`src/rtl/kmap_pkg.sv`:
```
// Shared types and sizing for the K-map truth-table scanner.
package kmap_pkg;
  localparam int MAX_VARS = 4;
  localparam int TT_W     = 16;

  typedef enum logic [1:0] {IDLE, SETTLE, SAMPLE, DONE} kmap_scan_state_t;

  function automatic int num_minterms(input int n);
    return 1 << n;
  endfunction
endpackage

```
`src/rtl/kmap_settle_timer.sv`:
```
// Loadable down-counter; expire is high once the loaded settle interval has elapsed.
module kmap_settle_timer #(
  parameter int SETTLE_CYCLES = 1
) (
  input  logic clk,
  input  logic rst,
  input  logic load,
  input  logic count,
  output logic expire
);
  localparam int W = (SETTLE_CYCLES > 1) ? $clog2(SETTLE_CYCLES) : 1;
  // Loaded with N-1 so that expire marks the last of N settle cycles.
  localparam logic [W-1:0] LOAD_V = W'((SETTLE_CYCLES > 0) ? SETTLE_CYCLES - 1 : 0);

  logic [W-1:0] cnt;

  always_ff @(posedge clk) begin
    if (rst)                     cnt <= '0;
    else if (load)               cnt <= LOAD_V;
    else if (count && cnt != '0) cnt <= cnt - 1'b1;
  end

  assign expire = (cnt == '0);
endmodule

```
`src/rtl/kmap_tt_scanner.sv`:
```
// Walks all minterms of an N_VARS-input function, captures F, and checks it against an expected mask.
module kmap_tt_scanner
  import kmap_pkg::*;
#(
  parameter int N_VARS        = 4,
  parameter int SETTLE_CYCLES = 1
) (
  input  logic        clk,
  input  logic        rst,
  input  logic        start,
  input  logic [15:0] expected_tt,
  output logic [3:0]  vec_out,
  input  logic        f_in,
  output logic        busy,
  output logic        done,
  output logic [15:0] tt_out,
  output logic        pass,
  output logic [4:0]  mismatch_cnt,
  output logic [3:0]  first_fail_idx,
  output logic        first_fail_valid
);
  localparam logic [3:0] LAST_IDX = 4'(num_minterms(N_VARS) - 1);
  localparam kmap_scan_state_t STEP_ST = (SETTLE_CYCLES > 0) ? SETTLE : SAMPLE;

  kmap_scan_state_t state;
  logic [3:0]  idx;
  logic [15:0] exp_q;
  logic        mis;
  logic [4:0]  mm_next;
  logic        expire;
  logic        tmr_load;

  assign mis      = f_in ^ exp_q[idx];
  assign mm_next  = mismatch_cnt + {4'd0, mis};
  assign tmr_load = (SETTLE_CYCLES > 0) &&
                    ((state == IDLE && start) || (state == SAMPLE && idx != LAST_IDX));

  assign busy    = (state == SETTLE) || (state == SAMPLE);
  assign done    = (state == DONE);
  assign vec_out = busy ? idx : 4'd0;

  kmap_settle_timer #(.SETTLE_CYCLES(SETTLE_CYCLES)) u_timer (
    .clk    (clk),
    .rst    (rst),
    .load   (tmr_load),
    .count  (state == SETTLE),
    .expire (expire)
  );

  always_ff @(posedge clk) begin
    if (rst) begin
      state            <= IDLE;
      idx              <= 4'd0;
      exp_q            <= 16'd0;
      tt_out           <= 16'd0;
      mismatch_cnt     <= 5'd0;
      first_fail_idx   <= 4'd0;
      first_fail_valid <= 1'b0;
      pass             <= 1'b0;
    end else begin
      case (state)
        IDLE: if (start) begin
          exp_q            <= expected_tt;
          idx              <= 4'd0;
          tt_out           <= 16'd0;
          mismatch_cnt     <= 5'd0;
          first_fail_idx   <= 4'd0;
          first_fail_valid <= 1'b0;
          pass             <= 1'b0;
          state            <= STEP_ST;
        end
        SETTLE: if (expire) state <= SAMPLE;
        SAMPLE: begin
          tt_out[idx]  <= f_in;
          mismatch_cnt <= mm_next;
          if (mis && !first_fail_valid) begin
            first_fail_idx   <= idx;
            first_fail_valid <= 1'b1;
          end
          // pass is resolved here so it is already valid in the DONE cycle
          if (idx == LAST_IDX) begin
            pass  <= (mm_next == 5'd0);
            state <= DONE;
          end else begin
            idx   <= idx + 4'd1;
            state <= STEP_ST;
          end
        end
        DONE:    state <= IDLE;
        default: state <= IDLE;
      endcase
    end
  end
endmodule
```
`config.mk`:
```
export PLATFORM = sky130hd
export DESIGN_NAME = kmap_tt_scanner
export DESIGN_NICKNAME = d
export VERILOG_FILES = /design/src/rtl/kmap_pkg.sv /design/src/rtl/kmap_settle_timer.sv /design/src/rtl/kmap_tt_scanner.sv
export SDC_FILE = /design/constraint.sdc
export NUM_CORES = 1
export LEC_CHECK = 0
export CAP_MARGIN = 10
export CORE_MARGIN = 1
export CORE_UTILIZATION = 56
export CTS_BUF_LIST = sky130_fd_sc_hd__clkbuf_4 sky130_fd_sc_hd__clkbuf_8
export DETAILED_ROUTE_END_ITERATION = 16
export PLACE_DENSITY = 0.86
export SYNTH_ARGS = -nofsm -noshare
export SYNTH_HDL_FRONTEND = slang
export SYNTH_SLANG_ARGS = --single-unit
```
`constraint.sdc`:
```
create_clock -name clk -period 4.8 [get_ports clk]
set_input_delay 0.96 -clock clk [delete_from_list [all_inputs] [get_ports clk]]
set_output_delay 0.96 -clock clk [all_outputs]
set_load 0.1 [all_outputs]
```
==> flow_metrics.py, run 1 <==
metrics = {
    "status": {
        "status": "completed",
    },
    "routing": {
        "dr.pass1.iters": 4,
        "initialDrtViolationCount": 235,
        "totalWireLength_mm": 6.25,
        "route.detailed.drc": 0,
        "ant_nets": 0,
        "routed_via_density": 5.94,
        "num_vias": 2404,
        "wl_per_cell_um": 15.4,
    },
    "layout": {
        "layout-drive-gt1-share_pct": 5.10,
        "postLayoutCellArea_um2": 3240,
        "area_growth_syn_to_layout_pct": 23.4,
        "num_antenna_cells": 0,
        "fin_cells": 405,
        "final_util_pct": 73.3,
        "final_cell_mix": "56 x nand2_1, 52 x clkdlybuf4s50_1, 50 x dfxtp_1",
        "fillers": 352,
        "final_common_cell": "nand2_1",
        "nNetsFinal": 383,
    },
    "logic_synthesis": {
        "synthesis.area_um2": 2620,
        "yosysWarnings": 0,
        "synth_edf_count": 0,
        "synth_nets": 344,
        "netlist_instances": 313,
        "synth-seq-cells": 50,
        "yosysUniqueCellTypes": 43,
        "seq_area_frac_synth_pct": 38.2,
        "synth_area_per_cell_um2": 8.38,
        "async_flop_share_pct": 0,
        "synth_flop_cell": "dfxtp_1",
    },
    "clock_tree": {
        "clkLatencyLatePin_ns": 0.31,
        "clock-sinks": 50,
        "cts_resized": 0,
        "clk_pin_slew_ns": 0.09,
        "cts-root-buf": "clkbuf_8",
        "clockBufferDepth": 2,
        "cts_hold_buffers": 0,
        "ctsHtreeMaxLevel": 2,
        "cts_tree": "yes",
        "cts_setup_buffers": 0,
        "numCtsBuffers": 5,
    },
    "placement": {
        "place_inst": 397,
        "placed_area_um2": 3120,
        "hpwl_mm": 4.18,
        "portBuffers": 52,
        "place.gp.congestion": 0.779,
        "pre_cts_slack_ns": 1.58,
    },
    "setup_path": {
        "cp_cell_sequence": "inv_1 -> ha_1 -> and2_1 -> clkdlybuf4s50_1",
        "worst_path_max_delay_cell": "clkdlybuf4s50_1",
        "cp-start-kind": "flip-flop",
        "arrival_ns": 2.43,
        "crit_buf_inv": 2,
        "cp_max_fo": 5,
        "critPathKind": "flip-flop to output pin",
        "required_ns": 3.84,
        "endpoint_kind": "output pin",
        "cp_top_family": "buffers and inverters",
        "slowest_delay_ns": 1.14,
    },
    "hold_path": {
        "worstHoldPathType": "flip-flop to flip-flop",
    },
    "pwr": {
        "switching_power_mw": 0.287,
        "cellPowerDensity_nw_per_um2": 293,
        "power.share.clock_pct": 31.9,
        "swShare_pct": 30.2,
        "seqPwrFrac_pct": 46.9,
        "comb_power_share_pct": 21.2,
        "irDropWorstVdd_mv": 0.277,
        "power_mw": 0.949,
        "p_leak_nw": 1.15,
        "p_int_mw": 0.662,
    },
    "die": {
        "fp.dieW_um": 70.4,
        "start_util_pct": 59.4,
        "pin_count": 53,
        "rows": 24,
        "dieArea_um2": 4960,
        "die_h_um": 70.4,
        "coreArea_um2": 4410,
    },
    "global_routing": {
        "grt_usage_pct": 26.0,
        "antenna_found_initial": 0,
        "use_met3_pct": 5.34,
        "grt_use_met1_pct": 36.2,
        "grt_start_max_net_pins": 50,
        "use_met2_pct": 39.0,
        "grt.busiest_layer": "met2",
        "grt_pass1_wl_mm": 10.3,
        "grt_overflow": 0,
        "first_global_vias": 2116,
    },
    "sta": {
        "fmax_mhz": 295,
        "finalHoldViolCount": 0,
        "setup-violations-final": 0,
        "fin_ws_ns": 1.41,
        "timing.setup.tns_ns": 0,
        "holdWs_ns": 0.450,
        "tightest_slew_ns": 0.988,
        "rsz0062_at_grt": "no",
        "final_max_slew_viol_count": 0,
        "layout_min_cycle_time_ns": 3.39,
        "skew_ns": 0.0103,
        "finalCritPeriodShare_pct": 70.7,
        "slew_headroom_pct": 33.9,
    },
    "run": {
        "drv_cap": 0,
    },
}
## layer usage
layer / part of all wire (%) / up-vias
met5: 0 / -
met4: 2.3 / 0
met3: 5.3 / 12
met2: 47 / 92
met1: 45 / 1125
li1: - / 1175
## registers in the layout, indices dropped and copies added, names as in the netlist
signal and cells:
pass 1, u_timer.cnt 1, idx 4, mismatch_cnt 5, state 2, tt_out 16
first_fail_idx 4, first_fail_valid 1, exp_q 16
## cell type report
type | instances | area [um^2] | area share [%]
multi-input combinational | 235 | 1500 | 46.2
sequential | 50 | 1000 | 30.9
tap | 52 | 65.1 | 2.01
clock buffer | 6 | 76.3 | 2.36
timing repair buffer | 55 | 543 | 16.8
inverter | 5 | 18.8 | 0.580
clock inverter | 2 | 37.5 | 1.16
## cell families (layout without fill, tap and decap cells)
group | after synthesis | count (layout) | share of synthesized area [%]
AND/OR/NAND/NOR | 111 | 111 | 20.6
AO/OA/AOI/OAI | 95 | 95 | 21.4
flip-flops | 50 | 50 | 38.2
buffers and inverters | 28 | 68 | 4.82
adder cells (fa/ha/maj) | 11 | 11 | 5.25
multiplexers | 11 | 11 | 6.78
XOR/XNOR | 7 | 7 | 3.05
## synth_stat cells (2+ instances only)
master / count / share of area (%)
dfxtp_1: 50 / 38
nor3_1: 3 / 0.57
mux2i_1: 5 / 1.9
nor2_1: 15 / 2.1
and2_1: 7 / 1.7
o21ai_0: 20 / 3.8
nand4_1: 3 / 0.72
and3b_1: 2 / 0.67
inv_1: 5 / 0.72
ha_1: 11 / 5.2
nand3_1: 4 / 0.76
a21o_1: 2 / 0.57
nand2_1: 56 / 8.0
and3_1: 4 / 0.95
clkbuf_1: 17 / 2.4
a22oi_1: 2 / 0.57
o211ai_1: 4 / 1.1
nor3b_1: 3 / 0.86
nand4b_1: 6 / 2.0
a31oi_1: 5 / 1.2
buf_2: 2 / 0.38
mux4_2: 4 / 3.4
a21boi_0: 16 / 4.6
a21oi_1: 40 / 7.6
a41oi_1: 2 / 0.67
nor2b_1: 3 / 0.72
buf_6: 2 / 0.86
xor2_1: 5 / 1.7
## power by group through the flow
stage	registers, mW	logic (mW)	clock network [mW]
finish	0.444	0.201	0.303
CTS	0.444	0.200	0.309
detailed placement	0.453	0.198	0
global placement	0.453	0.196	0
floorplan	0.456	0.145	0
global route	0.446	0.219	0.326
## tightest hold or removal path, cell delays in order, from the launching register on
cell     delay, ns
dfxtp_1       0.32
nand3_1       0.06
nor2_1        0.04
## worst paths after layout
check / start / to / slack (ns) / depth (start not counted)
max: state[0]$_SDFFE_PP0P_ / vec_out[3] / 1.41 / 4
min: u_timer.cnt$_SDFFE_PP0P_ / u_timer.cnt$_SDFFE_PP0P_ / 0.45 / 2
max reg2reg: idx[1]$_SDFFE_PP0P_ / pass$_SDFFE_PP0P_ / 1.50 / 10
min reg2reg: u_timer.cnt$_SDFFE_PP0P_ / u_timer.cnt$_SDFFE_PP0P_ / 0.45 / 2
Power figures use the tool's default switching activity.
==> inputs of run 2 (changes only) <==
--- a/config.mk
+++ b/config.mk
@@ -7,10 +7,10 @@
 export LEC_CHECK = 0
 export CAP_MARGIN = 10
 export CORE_MARGIN = 1
-export CORE_UTILIZATION = 56
+export CORE_UTILIZATION = 48
 export CTS_BUF_LIST = sky130_fd_sc_hd__clkbuf_4 sky130_fd_sc_hd__clkbuf_8
 export DETAILED_ROUTE_END_ITERATION = 16
-export PLACE_DENSITY = 0.86
+export PLACE_DENSITY = 0.78
 export SYNTH_ARGS = -nofsm -noshare
 export SYNTH_HDL_FRONTEND = slang
 export SYNTH_SLANG_ARGS = --single-unit
==> constraint.sdc (replaced) <==
create_clock -name clk -period 3.1 [get_ports clk]
set_input_delay 0.62 -clock clk [delete_from_list [all_inputs] [get_ports clk]]
set_output_delay 0.62 -clock clk [all_outputs]
set_load 0.1 [all_outputs]
==> flow_metrics.py, run 2 (synthesis results as in run 1) <==
metrics = {
    "sta": {
        "rsz0062_at_grt": "no",
        "fin_ws_ns": 0.235,
        "final_max_slew_viol_count": 0,
        "tightest_slew_ns": 0.624,
        "holdWs_ns": 0.457,
        "skew_ns": 0.00727,
        "finalHoldViolCount": 0,
        "timing.setup.tns_ns": 0,
        "layout_min_cycle_time_ns": 2.87,
        "slew_headroom_pct": 58.0,
        "fmax_mhz": 349,
        "setup-violations-final": 0,
        "finalCritPeriodShare_pct": 92.4,
    },
    "clock_tree": {
        "clock-sinks": 50,
        "cts-root-buf": "clkbuf_8",
        "cts_resized": 0,
        "ctsHtreeMaxLevel": 2,
        "cts_setup_buffers": 0,
        "clk_pin_slew_ns": 0.09,
        "clockBufferDepth": 2,
        "numCtsBuffers": 5,
        "clkLatencyLatePin_ns": 0.30,
        "cts_tree": "yes",
        "cts_hold_buffers": 0,
    },
    "routing": {
        "totalWireLength_mm": 6.24,
        "dr.pass1.iters": 5,
        "route.detailed.drc": 0,
        "wl_per_cell_um": 14.6,
        "routed_via_density": 5.61,
        "ant_nets": 0,
        "initialDrtViolationCount": 176,
        "num_vias": 2402,
    },
    "global_routing": {
        "grt_pass1_wl_mm": 10.4,
        "first_global_vias": 2188,
        "grt_overflow": 0,
        "grt_start_max_net_pins": 50,
        "antenna_found_initial": 0,
        "grt_usage_pct": 22.0,
    },
    "placement": {
        "hpwl_mm": 4.37,
        "place.gp.congestion": 0.791,
        "place_inst": 420,
        "pre_cts_slack_ns": 0.0736,
        "portBuffers": 52,
    },
    "setup_path": {
        "critPathKind": "flip-flop to flip-flop",
        "cp-start-kind": "flip-flop",
        "cp_max_fo": 8,
        "arrival_ns": 3.10,
        "endpoint_kind": "flip-flop",
        "required_ns": 3.33,
    },
    "die": {
        "rows": 26,
        "coreArea_um2": 5170,
        "die_h_um": 75.9,
        "start_util_pct": 50.7,
        "dieArea_um2": 5760,
        "pin_count": 53,
        "fp.dieW_um": 75.9,
    },
    "pwr": {
        "irDropWorstVdd_mv": 0.314,
        "power_mw": 1.40,
        "p_leak_nw": 1.24,
        "cellPowerDensity_nw_per_um2": 438,
    },
    "layout": {
        "nNetsFinal": 388,
        "final_common_cell": "nand2_1",
        "final_cell_mix": "56 x nand2_1, 48 x dfxtp_1, 41 x buf_4",
        "area_growth_syn_to_layout_pct": 22.0,
        "fin_cells": 428,
        "num_antenna_cells": 0,
        "reg_top3": "exp_q: 16 flops, tt_out: 16 flops, mismatch_cnt: 5 flops",
        "layout-drive-gt1-share_pct": 16.2,
    },
    "run": {
        "drv_cap": 0,
    },
    "status": {
        "status": "completed",
    },
    "hold_path": {
        "worstHoldPathType": "flip-flop to flip-flop",
    },
}
[run 2: changes by cell type in the layout (fill, tap and decap cells not counted), sizes merged]
cell           delta
clkdlybuf4s50    -33
buf              +38
clkinv            +1
bufinv            -1
[run 2: area by class of cell]
type                            instances  area [um^2]
Clock inverter                          2         12.5
Inverter                                5         18.8
Fill cell                             451         1970
Timing Repair Buffer                   60          498
Clock buffer                            6         82.6
Tap cell                               70         87.6
Sequential cell                        50         1010
Multi-Input combinational cell        235         1500
[run 2: worst paths after layout]
path                                  from                  endpoint  slack [ns]  cells past startpoint
hold reg to reg   u_timer.cnt$_SDFFE_PP0P_  u_timer.cnt$_SDFFE_PP0P_        0.46                      2
setup reg to reg       idx[1]$_SDFFE_PP0P_         pass$_SDFFE_PP0P_        0.23                     10
setup / recovery       idx[1]$_SDFFE_PP0P_         pass$_SDFFE_PP0P_        0.23                     10
hold / removal    u_timer.cnt$_SDFFE_PP0P_  u_timer.cnt$_SDFFE_PP0P_        0.46                      2
[run 2: power by group]
group	internal [mW]	leakage, nW	switching (mW)	total (mW)
Sequential	0.667	0.407	0.0192	0.686
Combinational	0.113	0.786	0.210	0.323
Clock	0.180	0.0472	0.212	0.392
[run 2: metrics by stage]
| stage | cell area (um^2) | util (%) |
|---|---|---|
| floorplan | 2620 | - |
| global placement | 3100 | 59.9 |
| detailed placement | 3100 | 59.9 |
| CTS | 3200 | 61.8 |
| global route | 3200 | 61.9 |
| finish | 3200 | 61.9 |
[run 2: routing by layer]
metal,part of all wire (%),global-route usage [%],vias up
met5,0,0,-
met2,47,33.9,73
met3,5.5,4.58,8
met4,1.4,7.88,0
met1,46,30.5,1130
li1,-,-,1191
[run 2: worst max-delay path, cell delays in order (launching register included)]
cell     delay, ns
dfxtp_4       0.42
mux4_1        0.58
mux4_2        0.53
xnor2_4       0.19
inv_1         0.06
ha_1          0.20
ha_1          0.24
xor2_1        0.16
nor4_1        0.17
nand4_1       0.12
a21oi_1       0.14
==> inputs of run 3 (changes only) <==
--- a/config.mk
+++ b/config.mk
@@ -5,12 +5,12 @@
 export SDC_FILE = /design/constraint.sdc
 export NUM_CORES = 1
 export LEC_CHECK = 0
-export CAP_MARGIN = 10
 export CORE_MARGIN = 1
-export CORE_UTILIZATION = 48
+export CORE_UTILIZATION = 56
 export CTS_BUF_LIST = sky130_fd_sc_hd__clkbuf_4 sky130_fd_sc_hd__clkbuf_8
 export DETAILED_ROUTE_END_ITERATION = 16
-export PLACE_DENSITY = 0.78
+export PLACE_DENSITY = 0.86
+export REMOVE_ABC_BUFFERS = 1
 export SYNTH_ARGS = -nofsm -noshare
 export SYNTH_HDL_FRONTEND = slang
 export SYNTH_SLANG_ARGS = --single-unit
==> constraint.sdc (replaced) <==
create_clock -name clk -period 3.4 [get_ports clk]
set_input_delay 0.68 -clock clk [delete_from_list [all_inputs] [get_ports clk]]
set_output_delay 0.68 -clock clk [all_outputs]
set_load 0.1 [all_outputs]
==> flow_metrics.py, run 3 (synthesis results as in run 1) <==
metrics = {
    "sta": {
        "skew_ns": 0.00422,
        "layout_min_cycle_time_ns": 3.17,
        "fmax_mhz": 315,
        "tightest_slew_ns": 0.968,
        "finalHoldViolCount": 0,
        "timing.setup.tns_ns": 0,
        "setup-violations-final": 0,
        "fin_ws_ns": 0.229,
        "slew_headroom_pct": 35.3,
        "final_max_slew_viol_count": 0,
        "rsz0062_at_grt": "no",
        "finalCritPeriodShare_pct": 93.3,
    },
    "run": {
        "drv_cap": 0,
    },
    "global_routing": {
        "grt_start_max_net_pins": 50,
        "grt_pass1_wl_mm": 9.86,
        "first_global_vias": 2168,
        "grt_overflow": 0,
        "grt_usage_pct": 24.7,
        "antenna_found_initial": 0,
    },
    "die": {
        "fp.dieW_um": 70.4,
        "dieArea_um2": 4960,
        "die_h_um": 70.4,
        "start_util_pct": 59.4,
        "pin_count": 53,
        "rows": 24,
        "coreArea_um2": 4410,
    },
    "setup_path": {
        "reg2reg_to": "pass$_SDFFE_PP0P_",
        "rrSetupSlack_ns": 0.23,
        "worst_path_max_delay_cell": "mux4_1",
        "cp_max_fo": 10,
        "cp-start-kind": "flip-flop",
        "cp_cell_sequence": "mux4_1 -> mux4_2 -> xnor2_4 -> inv_1 -> ha_1 -> ha_1 -> xor2_1 -> nor4_1 -> nand4_1 -> a21oi_1",
        "path_common_cell": "ha_1",
        "arrival_ns": 3.40,
        "cp_top_family": "multiplexers",
        "endpoint_kind": "flip-flop",
        "critPathKind": "flip-flop to flip-flop",
        "required_ns": 3.63,
        "r2r-start": "idx[1]$_SDFFE_PP0P_",
        "rr_worst_depth": 10,
        "slowest_delay_ns": 0.63,
        "crit_buf_inv": 1,
    },
    "routing": {
        "route.detailed.drc": 0,
        "dr.max_layer_used": "met4",
        "num_vias": 2361,
        "routed-wl-met2_mm": 2.91,
        "routed_via_density": 5.80,
        "initialDrtViolationCount": 125,
        "ant_nets": 0,
        "dr.pass1.iters": 4,
        "wl_met3_um": 258,
        "wl_per_cell_um": 14.4,
        "totalWireLength_mm": 5.86,
        "wl_met1_mm": 2.63,
    },
    "hold_path": {
        "min_from": "u_timer.cnt$_SDFFE_PP0P_",
        "whs_path_depth": 2,
        "hold_end": "u_timer.cnt$_SDFFE_PP0P_",
        "worstHoldPathType": "flip-flop to flip-flop",
    },
    "clock_tree": {
        "cts_tree": "yes",
        "clock-sinks": 50,
        "clkLatencyLatePin_ns": 0.30,
        "cts-root-buf": "clkbuf_8",
        "cts_setup_buffers": 0,
        "cts_resized": 0,
        "numCtsBuffers": 5,
        "clk_pin_slew_ns": 0.10,
        "cts_hold_buffers": 0,
        "ctsHtreeMaxLevel": 2,
        "clockBufferDepth": 2,
    },
    "placement": {
        "pre_cts_slack_ns": 0.283,
        "hpwl_mm": 4.04,
        "portBuffers": 52,
        "place.gp.congestion": 0.795,
        "place_inst": 399,
    },
    "layout": {
        "num_antenna_cells": 0,
        "final_cell_mix": "56 x nand2_1, 50 x dfxtp_1, 40 x a21oi_1",
        "area_growth_syn_to_layout_pct": 21.6,
        "final_common_cell": "nand2_1",
        "nNetsFinal": 385,
        "reg_top3": "exp_q: 16 flops, tt_out: 16 flops, mismatch_cnt: 5 flops",
        "final_util_pct": 72.3,
        "fillers": 370,
        "layout-drive-gt1-share_pct": 11.0,
        "fin_cells": 407,
        "multi_input_area_um2": 1500,
        "seq_area_um2": 1000,
    },
    "pwr": {
        "cellPowerDensity_nw_per_um2": 403,
        "p_leak_nw": 1.20,
        "irDropWorstVdd_mv": 0.295,
    },
    "status": {
        "status": "completed",
    },
}
run 3: report_power, final:
| part | leakage [nW] | internal (mW) | total, mW | switching, mW |
|---|---|---|---|---|
| Sequential | 0.405 | 0.609 | 0.626 | 0.0172 |
| Clock | 0.0478 | 0.168 | 0.380 | 0.212 |
| Combinational | 0.742 | 0.0977 | 0.280 | 0.182 |
| Total | 1.20 | 0.874 | 1.29 | 0.412 |
run 3: routing by layer:
metal  global-route usage (%)  up-vias
li1                         -     1178
met1                     30.8     1109
met2                     43.2       66
met3                     4.76        8
met4                     6.67        0
met5                        0        -
run 3: worst max path at each step:
stage                             start                 to  depth (start not counted)
detailed placement  idx[1]$_SDFFE_PP0P_  pass$_SDFFE_PP0P_                         10
finish              idx[1]$_SDFFE_PP0P_  pass$_SDFFE_PP0P_                         10
global placement    idx[1]$_SDFFE_PP0P_  pass$_SDFFE_PP0P_                         10
global route        idx[1]$_SDFFE_PP0P_  pass$_SDFFE_PP0P_                         10
CTS                 idx[1]$_SDFFE_PP0P_  pass$_SDFFE_PP0P_                         10
floorplan           idx[1]$_SDFFE_PP0P_  pass$_SDFFE_PP0P_                         10
run 3: tightest hold or removal path, stage by stage (launching register included):
cell and delay (ns):
dfxtp_1 0.32, nand3_1 0.06, nor2_1 0.04
run 3: final cells by class:
type	instances	area share, %
Clock buffer	6	2.59
Clock inverter	2	0.510
Inverter	5	0.588
Multi-Input combinational cell	235	46.9
Sequential cell	50	31.4
Tap cell	52	2.04
Timing Repair Buffer	57	16.0
run 3: per-stage QoR:
stage          total power, mW  hold WS [ns]  cell area (um^2)
3_3_place_gp             0.912         0.432              3090
5_1_grt                   1.35         0.476              3190
6_report                  1.29         0.450              3190
3_5_place_dp             0.917         0.437              3090
2_1_floorplan            0.827         0.422              2510
4_1_cts                   1.29         0.451              3190
